==> src/rtl/cpu_bus_pkg.sv <==
// rtl/cpu_bus_pkg.sv - shared requester IDs, arbiter FSM encoding and size codes
package cpu_bus_pkg;

   // Owner IDs stored in the arbiter's owner FIFO
   localparam logic REQ_INST = 1'b0;
   localparam logic REQ_DATA = 1'b1;

   // Grant FSM encoding
   typedef enum logic {
      ARB_IDLE = 1'b0,
      ARB_LOCK = 1'b1
   } arb_state_e;

   // sram-like transfer size codes
   localparam logic [1:0] SIZE_B = 2'd0;
   localparam logic [1:0] SIZE_H = 2'd1;
   localparam logic [1:0] SIZE_W = 2'd2;

endpackage

==> src/rtl/arb_owner_fifo.sv <==
// rtl/arb_owner_fifo.sv - 1-bit owner-ID FIFO tracking accepted-but-unanswered requests
//
// Ports:
//   clk, resetn       clock, asynchronous active-low reset
//   push, din         enqueue owner ID din (ignored when full)
//   pop               dequeue head (ignored when empty)
//   head              owner ID of the oldest outstanding request
//   full, empty       occupancy flags from the registered count
//   count             number of outstanding entries, 0..DEPTH
module arb_owner_fifo #(
   parameter int DEPTH = 2,
   parameter int CNT_W = $clog2(DEPTH) + 1
) (
   input  logic             clk,
   input  logic             resetn,
   input  logic             push,
   input  logic             din,
   input  logic             pop,
   output logic             head,
   output logic             full,
   output logic             empty,
   output logic [CNT_W-1:0] count
);

   localparam int PTR_W = (DEPTH > 1) ? $clog2(DEPTH) : 1;

   logic [DEPTH-1:0] slots;
   logic [PTR_W-1:0] wr_ptr;
   logic [PTR_W-1:0] rd_ptr;
   logic             push_ok;
   logic             pop_ok;

   assign full    = (count == CNT_W'(DEPTH));
   assign empty   = (count == '0);
   assign push_ok = push & ~full;
   assign pop_ok  = pop & ~empty;
   assign head    = slots[rd_ptr];

   // DEPTH is a power of two, so the pointers wrap naturally
   always_ff @(posedge clk or negedge resetn) begin
      if (!resetn) begin
         slots  <= '0;
         wr_ptr <= '0;
         rd_ptr <= '0;
         count  <= '0;
      end else begin
         if (push_ok) begin
            slots[wr_ptr] <= din;
            wr_ptr        <= wr_ptr + PTR_W'(1);
         end
         if (pop_ok) begin
            rd_ptr <= rd_ptr + PTR_W'(1);
         end
         case ({push_ok, pop_ok})
            2'b10:   count <= count + CNT_W'(1);
            2'b01:   count <= count - CNT_W'(1);
            default: count <= count;
         endcase
      end
   end

endmodule

==> src/rtl/sram_req_arbiter.sv <==
// rtl/sram_req_arbiter.sv - shares one sram-like port between fetch and data requesters
//
// Optional macro SRAM_ARB_RR_EN: round-robin between simultaneous requests
// (default build: fixed data-over-inst priority).
//
// Ports:
//   clk, resetn                 clock, asynchronous active-low reset
//   inst_req/inst_addr          fetch request (word read only)
//   inst_addr_ok/inst_data_ok   fetch accept / fetch response
//   data_req/wr/size/wstrb/addr/wdata   load/store request
//   data_addr_ok/data_data_ok   data accept / data response
//   rdata                       shared response data (mem_rdata passthrough)
//   mem_*                       downstream sram-like port
module sram_req_arbiter
   import cpu_bus_pkg::*;
#(
   parameter int MAX_OUTSTANDING = 2,
   parameter int CNT_W           = $clog2(MAX_OUTSTANDING) + 1
) (
   input  logic        clk,
   input  logic        resetn,
   input  logic        inst_req,
   input  logic [31:0] inst_addr,
   output logic        inst_addr_ok,
   output logic        inst_data_ok,
   input  logic        data_req,
   input  logic        data_wr,
   input  logic [1:0]  data_size,
   input  logic [3:0]  data_wstrb,
   input  logic [31:0] data_addr,
   input  logic [31:0] data_wdata,
   output logic        data_addr_ok,
   output logic        data_data_ok,
   output logic [31:0] rdata,
   output logic        mem_req,
   output logic        mem_wr,
   output logic [1:0]  mem_size,
   output logic [3:0]  mem_wstrb,
   output logic [31:0] mem_addr,
   output logic [31:0] mem_wdata,
   input  logic        mem_addr_ok,
   input  logic        mem_data_ok,
   input  logic [31:0] mem_rdata
);

   arb_state_e       state;
   arb_state_e       next_state;
   logic             lock_id;
   logic             grant_valid;
   logic             grant_id;
   logic             push;
   logic             pop;
   logic             head;
   logic             full;
   logic             empty;
   logic [CNT_W-1:0] occ;

`ifdef SRAM_ARB_RR_EN
   logic             last_grant;
`endif

   arb_owner_fifo #(
      .DEPTH (MAX_OUTSTANDING),
      .CNT_W (CNT_W)
   ) u_owner_fifo (
      .clk    (clk),
      .resetn (resetn),
      .push   (push),
      .din    (grant_id),
      .pop    (pop),
      .head   (head),
      .full   (full),
      .empty  (empty),
      .count  (occ)
   );

   // Grant selection and downstream mux
   always_comb begin
      grant_valid = 1'b0;
      grant_id    = REQ_DATA;
      next_state  = state;

      case (state)
         ARB_IDLE: begin
            // Full test uses the registered occupancy: a pop this cycle
            // does not free a slot until the next one.
            if (occ != CNT_W'(MAX_OUTSTANDING)) begin
               if (data_req && inst_req) begin
                  grant_valid = 1'b1;
`ifdef SRAM_ARB_RR_EN
                  grant_id    = ~last_grant;
`else
                  grant_id    = REQ_DATA;
`endif
               end else if (data_req) begin
                  grant_valid = 1'b1;
                  grant_id    = REQ_DATA;
               end else if (inst_req) begin
                  grant_valid = 1'b1;
                  grant_id    = REQ_INST;
               end
            end
            if (grant_valid && !mem_addr_ok) begin
               next_state = ARB_LOCK;
            end
         end
         ARB_LOCK: begin
            grant_valid = 1'b1;
            grant_id    = lock_id;
            if (mem_addr_ok) begin
               next_state = ARB_IDLE;
            end
         end
         default: next_state = ARB_IDLE;
      endcase

      // Combinational outputs must read 0 while reset is asserted
      if (!resetn) begin
         grant_valid = 1'b0;
      end

      mem_req   = grant_valid;
      mem_wr    = 1'b0;
      mem_size  = 2'b00;
      mem_wstrb = 4'b0000;
      mem_addr  = 32'h0;
      mem_wdata = 32'h0;
      if (grant_valid) begin
         if (grant_id == REQ_DATA) begin
            mem_wr    = data_wr;
            mem_size  = data_size;
            mem_wstrb = data_wstrb;
            mem_addr  = data_addr;
            mem_wdata = data_wdata;
         end else begin
            mem_size  = SIZE_W;
            mem_addr  = inst_addr;
         end
      end
   end

   assign push         = mem_req & mem_addr_ok & ~full;
   assign pop          = resetn & mem_data_ok & ~empty;
   assign inst_addr_ok = mem_req & mem_addr_ok & (grant_id == REQ_INST);
   assign data_addr_ok = mem_req & mem_addr_ok & (grant_id == REQ_DATA);
   assign inst_data_ok = pop & (head == REQ_INST);
   assign data_data_ok = pop & (head == REQ_DATA);
   assign rdata        = mem_rdata;

   always_ff @(posedge clk or negedge resetn) begin
      if (!resetn) begin
         state   <= ARB_IDLE;
         lock_id <= REQ_DATA;
      end else begin
         state <= next_state;
         if (state == ARB_IDLE && grant_valid && !mem_addr_ok) begin
            lock_id <= grant_id;
         end
      end
   end

`ifdef SRAM_ARB_RR_EN
   always_ff @(posedge clk or negedge resetn) begin
      if (!resetn) begin
         last_grant <= REQ_DATA;
      end else if (push) begin
         last_grant <= grant_id;
      end
   end
`endif

endmodule

==> config.mk <==
export PLATFORM = sky130hd
export DESIGN_NAME = sram_req_arbiter
export DESIGN_NICKNAME = d
export VERILOG_FILES = /design/src/rtl/cpu_bus_pkg.sv /design/src/rtl/arb_owner_fifo.sv /design/src/rtl/sram_req_arbiter.sv
export SDC_FILE = /design/constraint.sdc
export NUM_CORES = 1
export LEC_CHECK = 0
export CORE_AREA = 2 2 95 97
export CTS_CLUSTER_DIAMETER = 30
export DETAILED_ROUTE_END_ITERATION = 8
export DIE_AREA = 0 0 97 99
export PLACE_DENSITY = 0.79
export SKIP_LAST_GASP = 1
export SYNTH_ARGS = -nofsm -noshare
export SYNTH_HDL_FRONTEND = slang
export SYNTH_SLANG_ARGS = --single-unit
==> constraint.sdc <==
create_clock -name clk -period 1.9 [get_ports clk]
set_clock_uncertainty 0.05 [all_clocks]
set_input_delay 0.38 -clock clk [delete_from_list [all_inputs] [get_ports clk]]
set_output_delay 0.38 -clock clk [all_outputs]
set_load 0.02 [all_outputs]
==> run summary <==
Worst hold slack -> 0.456 ns
Synth Area in XOR/XNOR -> 3.07%
Diode count -> 0
Largest net degree at the start of global routing -> 33
Synth Area in Compound Gates -> 18.1%
GRT overflow -> 0
Initial antenna violation count -> 0
Top cell type's share of synthesized area -> 17.1%
Multiplexer share of the synthesized area -> 0.702%
Worst-Skew Late Latency -> 0.23 ns
Vias in the first global route -> 2127
Worst R2R Path Depth -> 8
Antenna viol nets, final -> 0
Largest family of logic cells by synthesized area -> simple AND/OR/NAND/NOR gates
Area leader, netlist -> and2_1
Pwr/cell area -> 971 nW/um^2
Final Max Tran Viols -> 0
Die ar. -> 9600 sq um
Worst-path clk slew -> 0.04 ns
Fmax -> 433 MHz
Sequential share of the synthesized area -> 14.1%
Starting Density -> 16.7%
Most frequent cells in the layout -> 106 x clkdlybuf4s50_1, 56 x buf_6, 49 x buf_4
Avg Inst Size Synth -> 6.28 sq um
Outcome -> complete, but fails checks
Die width -> 97 um
Critical path endpoint category -> primary output
Yosys cell types -> 30
Worst-path fanout max -> 8
Non-filler cells, final -> 527
Post-route core utilization -> 49.4%
Clk sinks -> 8
Crit path cell chain -> nand2b_4 -> o31a_1 -> buf_6 -> buf_6 -> clkbuf_16 -> nand2_1 -> a21oi_2 -> buf_4
Routability cong. -> 0.789
DRC -> 0
Die outline height -> 99 um
Placed instance count -> 489
Rel. slew slack -> 76.4%
Root buffer cell -> clkbuf_8
NumNets Final -> 562
Worst endpoint data arrival time -> 1.88 ns
Failing checks -> negative setup slack
Pre-CTS setup slack -> -0.999 ns
Via-to-Cell Ratio -> 4.24
Final Setup Violations -> 78
Area growth from synthesis to layout -> 197%
Simple-Gate Fraction of Synth Area -> 39.9%
Critical Setup Path Class -> reg -> out
Final hold violations -> 0
Hpwl dp -> 5.50 mm
Max Buffers Root-to-Sink -> 2
Tcrit/Tclk final -> 122%
Drt pass-1 iters -> 4
Max Cap Viol -> 0
RSZ-0062 raised after global routing -> true
Maximum vdd drop -> 0.578 mV
Most common cell after layout, fill and taps aside -> clkdlybuf4s50_1
Top cells by area, synth -> and2_1 17%, buf_4 17%, nand2_1 17%
Routed wire length -> 8.49 mm
CTS tree -> done
Syn. warnings -> 0
Cell area after synthesis -> 1430 sq um
Critical Path RT -> 1.47 ns
Leak -> 1.90 nW
Setup slack after layout -> -0.412 ns
DR vias -> 2236
Worst path slowest cell -> dfstp_2
Worst setup SP type -> register
Gate Count Post-Synth -> 227
Num ports -> 249
First-pass GRT wire length -> 11.3 mm
Hold Buf Count CTS -> 0
Worst Max-Slew Pin Slew -> 0.350 ns
CTS H-Tree Depth -> 1
Most common cell on crit path -> buf_6
Port Buf Inserts -> 184
TNS Setup -> -20.95 ns
Synthesized flop and latch total -> 8
Core area -> 8550 sq um
Std-Cell Rows -> 34
Hold path depth -> 1
Mapped Nets -> 369
# fillers -> 814
Post-Synth Adder-Cell Area -> 0.878%
Total CTS buffers -> 3
CP peak stage delay -> 0.52 ns
Crit path time final -> 2.31 ns
Gr usage total -> 14.2%
WL/cell -> 16.1 um
Hold Path Class -> reg -> reg
Layout cell share with drive strength beyond 1 -> 56.6%
Starting DRT DRC Count -> 54
==> per-layer routing <==
| layer | part of all wire, % | vias to the layer above | GRT usage, % | routed length (um) |
|---|---|---|---|---|
| met5 | 0 | - | 0 | 0 |
| met4 | 0.87 | 0 | 3.36 | 74 |
| met3 | 4.9 | 12 | 2.34 | 416 |
| met2 | 55 | 105 | 27.0 | 4650 |
| met1 | 39 | 1038 | 16.5 | 3350 |
| li1 | - | 1081 | - | - |
==> synth_stat cells <==
| library cell | count |
|---|---|
| nor2b_1 | 1 |
| nor2b_2 | 1 |
| dfrtp_1 | 7 |
| xnor2_1 | 4 |
| o211ai_1 | 1 |
| o31ai_1 | 2 |
| or2_2 | 1 |
| nor2_1 | 6 |
| clkbuf_1 | 5 |
| nand2_1 | 64 |
| nand2b_1 | 4 |
| and3_1 | 1 |
| and2_1 | 39 |
| buf_2 | 9 |
| a21oi_1 | 32 |
| o2111ai_1 | 1 |
| buf_6 | 1 |
| buf_4 | 32 |
| xor2_1 | 1 |
| o31a_1 | 1 |
| ha_1 | 1 |
| a21oi_2 | 1 |
| o31ai_4 | 1 |
| inv_1 | 3 |
| mux2i_1 | 1 |
| o41ai_1 | 2 |
| nor3_2 | 1 |
| dfstp_2 | 1 |
| inv_2 | 1 |
| o21ai_0 | 2 |
==> registers in the layout, indices dropped and copies added (netlist names) <==
| signal | cells |
|---|---|
| u_owner_fifo.count | 2 |
| u_owner_fifo.rd_ptr | 1 |
| lock_id | 1 |
| state | 1 |
| u_owner_fifo.slots | 2 |
| u_owner_fifo.wr_ptr | 1 |
==> per-stage QoR <==
| step | instance area (sq um) | total power [mW] |
|---|---|---|
| after CTS | 3670 | 3.41 |
| after global routing | 4230 | 4.35 |
| after global placement | 3380 | 2.70 |
| after detailed placement | 3380 | 2.74 |
| final | 4230 | 4.11 |
| after floorplan | 1550 | 1.71 |
==> path summary, 6_finish.rpt <==
check / start / end / slack, ns
setup / recovery: lock_id / mem_addr[20] / -0.41
hold / removal: u_owner_fifo.rd_ptr / u_owner_fifo.rd_ptr / 0.46
setup reg to reg: u_owner_fifo.count[1] / u_owner_fifo.count[0] / 0.13
hold reg to reg: u_owner_fifo.rd_ptr / u_owner_fifo.rd_ptr / 0.46
max in group asynchronous: resetn / lock_id / 0.97
min in group asynchronous: resetn / u_owner_fifo.count[0] / 0.63
==> kinds of logic after synthesis <==
| family | count (synthesis) |
|---|---|
| flops | 8 |
| mux | 1 |
| simple gates | 118 |
| compound gates | 43 |
| buf+inv | 51 |
| xor+xnor | 5 |
| fa+ha+maj | 1 |
==> critical path: cells and delay by family, from the launching register on <==
family,cells,cell delay [ns]
AO/OA/AOI/OAI,2,0.34
buffers and inverters,4,0.57
flip-flops,1,0.52
AND/OR/NAND/NOR,2,0.21
==> layout make-up <==
cell class                 instances  area, sq um  area share, %
timing repair buffer             235         2440           57.8
multi-input combinational        168         1390           32.8
sequential                         8          203           4.79
tap                              108          135           3.20
clock buffer                       4         45.0           1.07
inverter                           4         15.0          0.355
==> power by group <==
group | switching, mW | total, mW | internal [mW] | leakage, nW
logic | 1.67 | 3.55 | 1.88 | 1.79
clock network | 0.0761 | 0.222 | 0.146 | 0.0228
registers | 0.0721 | 0.334 | 0.262 | 0.0930
==> timing repair <==
action,4_1_cts,5_1_grt
cloned,4,5
pin swaps,4,52
endpoints found under the hold margin,0,0
resized for setup,416,137
setup endpoints to repair,77,78
buffers inserted,13,14
Note: power is estimated with default switching activity, not from simulation.
